`src/rtl/pwm_audio_capture_pkg.sv`:
```
// Shared constants and FSM state encoding for the PWM audio capture block.
// PWM_BITS_DEF must match the sound_effect transmitter.
package pwm_audio_capture_pkg;
   localparam int PWM_BITS_DEF     = 8;
   localparam int LOCK_PERIODS_DEF = 4;

   typedef enum logic [1:0] {
      CAP_OFF,
      CAP_SEEK,
      CAP_MEASURE
   } cap_state_t;
endpackage

```
`src/rtl/pwm_edge_sync.sv`:
```
// Two-flop synchronizer for aud_sd/aud_pwm plus a registered pwm rising-edge pulse.
// pwm_rise is high in the first cycle that pwm_sync is high.
module pwm_edge_sync (
   input  logic clk_in,
   input  logic rst_n_in,
   input  logic sd_in,
   input  logic pwm_in,
   output logic sd_sync,
   output logic pwm_sync,
   output logic pwm_rise
);
   logic sd_meta;
   logic pwm_meta;

   always_ff @(posedge clk_in or negedge rst_n_in) begin
      if (!rst_n_in) begin
         sd_meta  <= 1'b0;
         sd_sync  <= 1'b0;
         pwm_meta <= 1'b0;
         pwm_sync <= 1'b0;
         pwm_rise <= 1'b0;
      end else begin
         sd_meta  <= sd_in;
         sd_sync  <= sd_meta;
         pwm_meta <= pwm_in;
         pwm_sync <= pwm_meta;
         pwm_rise <= pwm_meta & ~pwm_sync;
      end
   end
endmodule

```
`src/rtl/pwm_audio_capture.sv`:
```
// Decodes the aud_sd/aud_pwm pair back into PCM samples (high cycles per PWM period).
// Optional tone-period measurement is built when PWM_FREQ_MEAS_EN is defined.
//
// state       | meaning
// CAP_OFF     | amplifier shut down; everything held cleared
// CAP_SEEK    | waiting for the first pwm rising edge to set period alignment
// CAP_MEASURE | counting period and high cycles; emits samples once locked
module pwm_audio_capture
   import pwm_audio_capture_pkg::*;
#(
   parameter int PWM_BITS     = PWM_BITS_DEF,
   parameter int LOCK_PERIODS = LOCK_PERIODS_DEF
) (
   input  logic                clk_in,
   input  logic                rst_n_in,
   input  logic                aud_sd_in,
   input  logic                aud_pwm_in,
   output logic [PWM_BITS-1:0] sample_out,
   output logic                sample_valid_out,
   input  logic                sample_ready_in,
   output logic                locked_out,
   output logic                overrun_out,
   output logic [15:0]         tone_period_out,
   output logic                tone_valid_out
);
   localparam int LW = $clog2(LOCK_PERIODS + 1);
   localparam logic [PWM_BITS-1:0] LAST_CNT = '1;
   localparam logic [LW-1:0]       LOCK_MAX = LW'(LOCK_PERIODS);

   logic sd_sync, pwm_sync, pwm_rise;
   cap_state_t state, state_nxt;
   logic [PWM_BITS-1:0] period_cnt, cand;
   logic [PWM_BITS:0]   high_cnt, high_nxt;
   logic [LW-1:0]       lock_cnt, lock_nxt;
   logic misalign, wrap, emit, take;

   pwm_edge_sync u_sync (
      .clk_in   (clk_in),
      .rst_n_in (rst_n_in),
      .sd_in    (aud_sd_in),
      .pwm_in   (aud_pwm_in),
      .sd_sync  (sd_sync),
      .pwm_sync (pwm_sync),
      .pwm_rise (pwm_rise)
   );

   always_ff @(posedge clk_in or negedge rst_n_in) begin
      if (!rst_n_in) state <= CAP_OFF;
      else           state <= state_nxt;
   end

   always_comb begin
      state_nxt = state;
      unique case (state)
         CAP_OFF:     if (sd_sync) state_nxt = CAP_SEEK;
         CAP_SEEK:    if (!sd_sync) state_nxt = CAP_OFF;
                      else if (pwm_rise) state_nxt = CAP_MEASURE;
         CAP_MEASURE: if (!sd_sync) state_nxt = CAP_OFF;
         default:     state_nxt = CAP_OFF;
      endcase
   end

   always_comb begin
      high_nxt = high_cnt + {{PWM_BITS{1'b0}}, pwm_sync};
      misalign = (state == CAP_MEASURE) && sd_sync && pwm_rise && (period_cnt != '0);
      wrap     = (state == CAP_MEASURE) && sd_sync && !misalign && (period_cnt == LAST_CNT);
      lock_nxt = (lock_cnt == LOCK_MAX) ? lock_cnt : lock_cnt + LW'(1);
      emit     = wrap && (lock_nxt == LOCK_MAX);
      // a fully-high period counts 2**PWM_BITS, which does not fit the sample width
      cand     = high_nxt[PWM_BITS] ? LAST_CNT : high_nxt[PWM_BITS-1:0];
      take     = sample_valid_out && sample_ready_in;
   end

   always_ff @(posedge clk_in or negedge rst_n_in) begin
      if (!rst_n_in) begin
         period_cnt       <= '0;
         high_cnt         <= '0;
         lock_cnt         <= '0;
         locked_out       <= 1'b0;
         overrun_out      <= 1'b0;
         sample_out       <= '0;
         sample_valid_out <= 1'b0;
      end else if (!sd_sync || state == CAP_OFF) begin
         period_cnt       <= '0;
         high_cnt         <= '0;
         lock_cnt         <= '0;
         locked_out       <= 1'b0;
         overrun_out      <= 1'b0;
         sample_out       <= '0;
         sample_valid_out <= 1'b0;
      end else begin
         if (state == CAP_SEEK && pwm_rise) begin
            period_cnt <= PWM_BITS'(1);
            high_cnt   <= (PWM_BITS+1)'(1);
         end else if (state == CAP_MEASURE) begin
            if (misalign) begin
               // the edge cycle itself becomes count 0 of the new period
               period_cnt <= PWM_BITS'(1);
               high_cnt   <= (PWM_BITS+1)'(1);
               lock_cnt   <= '0;
               locked_out <= 1'b0;
            end else if (wrap) begin
               period_cnt <= '0;
               high_cnt   <= '0;
               lock_cnt   <= lock_nxt;
               locked_out <= (lock_nxt == LOCK_MAX);
            end else begin
               period_cnt <= period_cnt + PWM_BITS'(1);
               high_cnt   <= high_nxt;
            end
         end

         if (emit && (!sample_valid_out || take)) begin
            sample_out       <= cand;
            sample_valid_out <= 1'b1;
         end else begin
            if (take) sample_valid_out <= 1'b0;
            if (emit) overrun_out      <= 1'b1;
         end
      end
   end

`ifdef PWM_FREQ_MEAS_EN
   logic        has_prev, prev_below, armed, cur_above;
   logic [15:0] tone_cnt;

   assign cur_above = cand[PWM_BITS-1];

   always_ff @(posedge clk_in or negedge rst_n_in) begin
      if (!rst_n_in) begin
         has_prev        <= 1'b0;
         prev_below      <= 1'b0;
         armed           <= 1'b0;
         tone_cnt        <= '0;
         tone_period_out <= '0;
         tone_valid_out  <= 1'b0;
      end else if (!sd_sync || state == CAP_OFF || misalign) begin
         has_prev       <= 1'b0;
         prev_below     <= 1'b0;
         armed          <= 1'b0;
         tone_cnt       <= '0;
         tone_valid_out <= 1'b0;
         if (!sd_sync || state == CAP_OFF) tone_period_out <= '0;
      end else begin
         tone_valid_out <= 1'b0;
         if (emit) begin
            has_prev   <= 1'b1;
            prev_below <= !cur_above;
            if (has_prev && prev_below && cur_above) begin
               if (armed) begin
                  tone_period_out <= tone_cnt;
                  tone_valid_out  <= 1'b1;
               end
               armed    <= 1'b1;
               tone_cnt <= 16'd1;
            end else if (armed && tone_cnt != 16'hFFFF) begin
               tone_cnt <= tone_cnt + 16'd1;
            end
         end
      end
   end
`else
   assign tone_period_out = '0;
   assign tone_valid_out  = 1'b0;
`endif
endmodule

```
`config.mk`:
```
export PLATFORM = sky130hd
export DESIGN_NAME = pwm_audio_capture
export DESIGN_NICKNAME = d
export VERILOG_FILES = /design/src/rtl/pwm_audio_capture_pkg.sv /design/src/rtl/pwm_edge_sync.sv /design/src/rtl/pwm_audio_capture.sv
export SDC_FILE = /design/constraint.sdc
export NUM_CORES = 1
export LEC_CHECK = 0
export ABC_AREA = 1
export BUFFER_PORTS_ARGS = -buffer_cell sky130_fd_sc_hd__buf_2
export CAP_MARGIN = 20
export CORE_MARGIN = 2
export CORE_UTILIZATION = 28
export CTS_BUF_LIST = sky130_fd_sc_hd__clkbuf_16
export DETAILED_ROUTE_END_ITERATION = 10
export GPL_ROUTABILITY_DRIVEN = 1
export HOLD_SLACK_MARGIN = 0.12
export SYNTH_ARGS = -nofsm -noshare
export SYNTH_HDL_FRONTEND = slang
export SYNTH_SLANG_ARGS = --single-unit
export TNS_END_PERCENT = 10
```
`constraint.sdc`:
```
create_clock -name clk_in -period 2.8 [get_ports clk_in]
set_input_delay 0.14 -clock clk_in [delete_from_list [all_inputs] [get_ports clk_in]]
set_output_delay 0.14 -clock clk_in [all_outputs]
set_load 0.005 [all_outputs]
```
==> reports/metrics.yaml <==
grt_pass1_wl_mm: 7.396
ios: 33
start_kind: "flip-flop"
comb_power_share: 0.079
yosysWarnings: 0
critPathRequiredTime_ns: 2.96
clkTransAtPathRegs_ns: 0.06
grt-ovfl-total: 0
status: "finished, final reports clean"
synth_edf_count: 0
synthFlopType: "dfrtp_1"
crit_chain: "ha_1 -> ha_1 -> nand2_1 -> nor2_1 -> nand2_1 -> nand2_1 -> nand2_1 -> inv_1 -> nand2_1 -> nand2_1 -> nand2_1"
viasPerCell: 4.381
cts_tree: "built"
fmax_mhz: 577.3
initial_utilization: 0.2905
powerDensity_mw_per_mm2: 500.1
vias: 1678
hold_class: "input port to flip-flop"
grt_pass1_vias: 1630
synth_cells: 262
async_flop_share: 1.000
placed_cell_area_mm2: 0.002228
seqPwrFrac: 0.478
switchingPower_uw: 287.7
diodes: 0
track_usage: 0.1089
drt-pass1-iter-count: 4
tns_ns: 0
critical_path_class: "flip-flop to flip-flop"
grt_start_max_net_pins: 39
rsz0062_at_grt: "no"
drive_gt1_frac: 0.1303
wirelength_mm: 4.133
layout.nets: 294
core-area_mm2: 0.007292
setup-violations-final: 0
areaGrowthSynthToFinish_pct: 13.29
dieArea_mm2: 0.008277
fin_worst_skew_ns: 0.007247
yosysUniqueCellTypes: 29
ys_ff_latch: 38
antenna_found_initial: 0
htreeDepth: 2
dp_cells: 372
period_share: 0.6186
worst_path_largest_cell_delay_ns: 0.35
final_common_cell: "nand2_1"
portBuffers: 15
antenna_left: 0
p_leak_uw: 0.001243
fin_crit_ns: 1.732
avgSynthCellArea_um2: 8.085
dpl.hpwl_mm: 3.044
internal_power_uw: 912.4
cts_setup_buffers: 0
max_slew_margin: 0.4164
clock_latency_ns: 0.28
wl_per_cell_um: 10.79
end_kind: "flip-flop"
cp.arrival_ns: 1.90
switching_share: 0.2397
finalHoldViolCount: 0
gp_congestion: 0.8363
power_frac_clock: 0.442
vdd_ir_drop_max_v: 0.0002455
clk_path_buf_depth: 2
cts_root_buf: "clkbuf_16"
drv_cap: 0
maxSlewViolCount: 0
fin_cells: 383
rows: 31
drt_first_iter_violations: 144
p_total_uw: 1200
regToRegSetupSlack_ns: 1.07
cts_sinks: 38
cts_made_buffers: 5
die_w_um: 90.98
final_area_mm2: 0.002400
ctsResizeCount: 0
worstMarginPinSlew_ns: 0.8754
cpMaxStageDelayCell: "dfrtp_1"
syn-cell-area_mm2: 0.002118
die_y_um: 90.98
critPathBufInv: 1
cpMostUsedCell: "nand2_1"
path_delay_family: "simple AND/OR/NAND/NOR gates"
seq_area_frac_synth: 0.4489
final_cell_mix: "nand2_1, dfrtp_1, inv_1"
route.detailed.drc: 0
worstPathMaxFanout: 7
-- area by class of cell --
cell class              count  area [µm²]
fillers                   792        4892
well taps                  99       123.9
flip-flops and latches     38       950.9
clock buffers               5       125.1
inverters                  33       128.9
multi-input cells         187       949.7
repair buffers             18       105.1
clock inverters             3       16.27
-- power by group through the flow --
stage	clock [µW]	combinational, µW	sequential (µW)
floorplan	0	82.1	580
global placement	0	90.6	583
detailed placement	0	91.9	583
CTS	550	96.2	574
global route	580	110	576
finish	531	95.4	574
-- timing repair --
| action | CTS | global route |
|---|---|---|
| setup endpoints to repair | 0 | 0 |
| hold endpoints to repair | 40 | 0 |
| hold buffers | 3 | 0 |
-- flip-flops by register name, summed over array words and instances, names as in the netlist --
signal	cells
u_sync.pwm_rise	1
high_cnt	9
u_sync.pwm_meta	1
state	2
u_sync.sd_meta	1
locked_out	1
lock_cnt	3
sample_out	8
u_sync.sd_sync	1
overrun_out	1
sample_valid_out	1
period_cnt	8
u_sync.pwm_sync	1
-- Yosys cell counts (all sizes together), types with 3 or more instances --
library cell	instances	share of area
nand2	66	0.13
a21oi	6	0.014
xor2	6	0.025
nor3	5	0.012
inv	32	0.057
o21ai	14	0.033
dfrtp	38	0.45
ha	6	0.035
o22ai	3	0.0089
buf	20	0.070
nand4	4	0.012
nor2	27	0.063
nand3	27	0.069
nand3b	3	0.011
-- routing by layer --
| layer | GRT usage | vias to the layer above | wire [µm] |
|---|---|---|---|
| met5 | 0 | - | 0 |
| li1 | - | 843 | - |
| met1 | 0.1458 | 789 | 2012 |
| met3 | 0.02822 | 4 | 190 |
| met2 | 0.1716 | 42 | 1915 |
| met4 | 0.03535 | 0 | 14 |
-- cells by family (layout without fill, tap and decap cells) --
family                     after synthesis  after routing  synth area share
xor gates and xnor gates                 7              7           0.02894
AOI/OAI and AO/OA                       24             24           0.05907
adders and majority gates                6              6           0.03544
DFF                                     38             38            0.4489
buffers and inverters                   53             59            0.1311
other                                    1             17          0.001770
and+or+nand+nor                        133            133            0.2947
-- through the flow --
step                      hold slack (ns)  utilization  worst slack (ns)
after floorplan                   -0.1556            -             1.294
after global placement             0.2540       0.3056             1.070
after CTS                          0.2195       0.3291             1.050
after detailed placement           0.2555       0.3056             1.053
final                              0.2214       0.3291             1.068
after global routing               0.2705       0.3291            0.8238
-- final timing paths --
| path | start | end | depth (start not counted) |
|---|---|---|---|
| setup / recovery | u_sync.pwm_sync | sample_out[5] | 11 |
| hold / removal | sample_ready_in | overrun_out | 4 |
| max in group asynchronous | rst_n_in | high_cnt[3] | 2 |
| setup reg to reg | u_sync.pwm_sync | sample_out[5] | 11 |
| min in group asynchronous | rst_n_in | u_sync.sd_meta | 2 |
| hold reg to reg | u_sync.sd_meta | u_sync.sd_sync | 0 |
-- worst register-to-register path, stage by stage (launching register included) --
cell,delay [ns]
dfrtp_1,0.35
ha_1,0.19
ha_1,0.19
nand2_1,0.07
nor2_1,0.23
nand2_1,0.09
nand2_1,0.06
nand2_1,0.14
inv_1,0.13
nand2_1,0.06
nand2_1,0.07
nand2_1,0.05
Note: power is estimated with default switching activity, not from simulation.
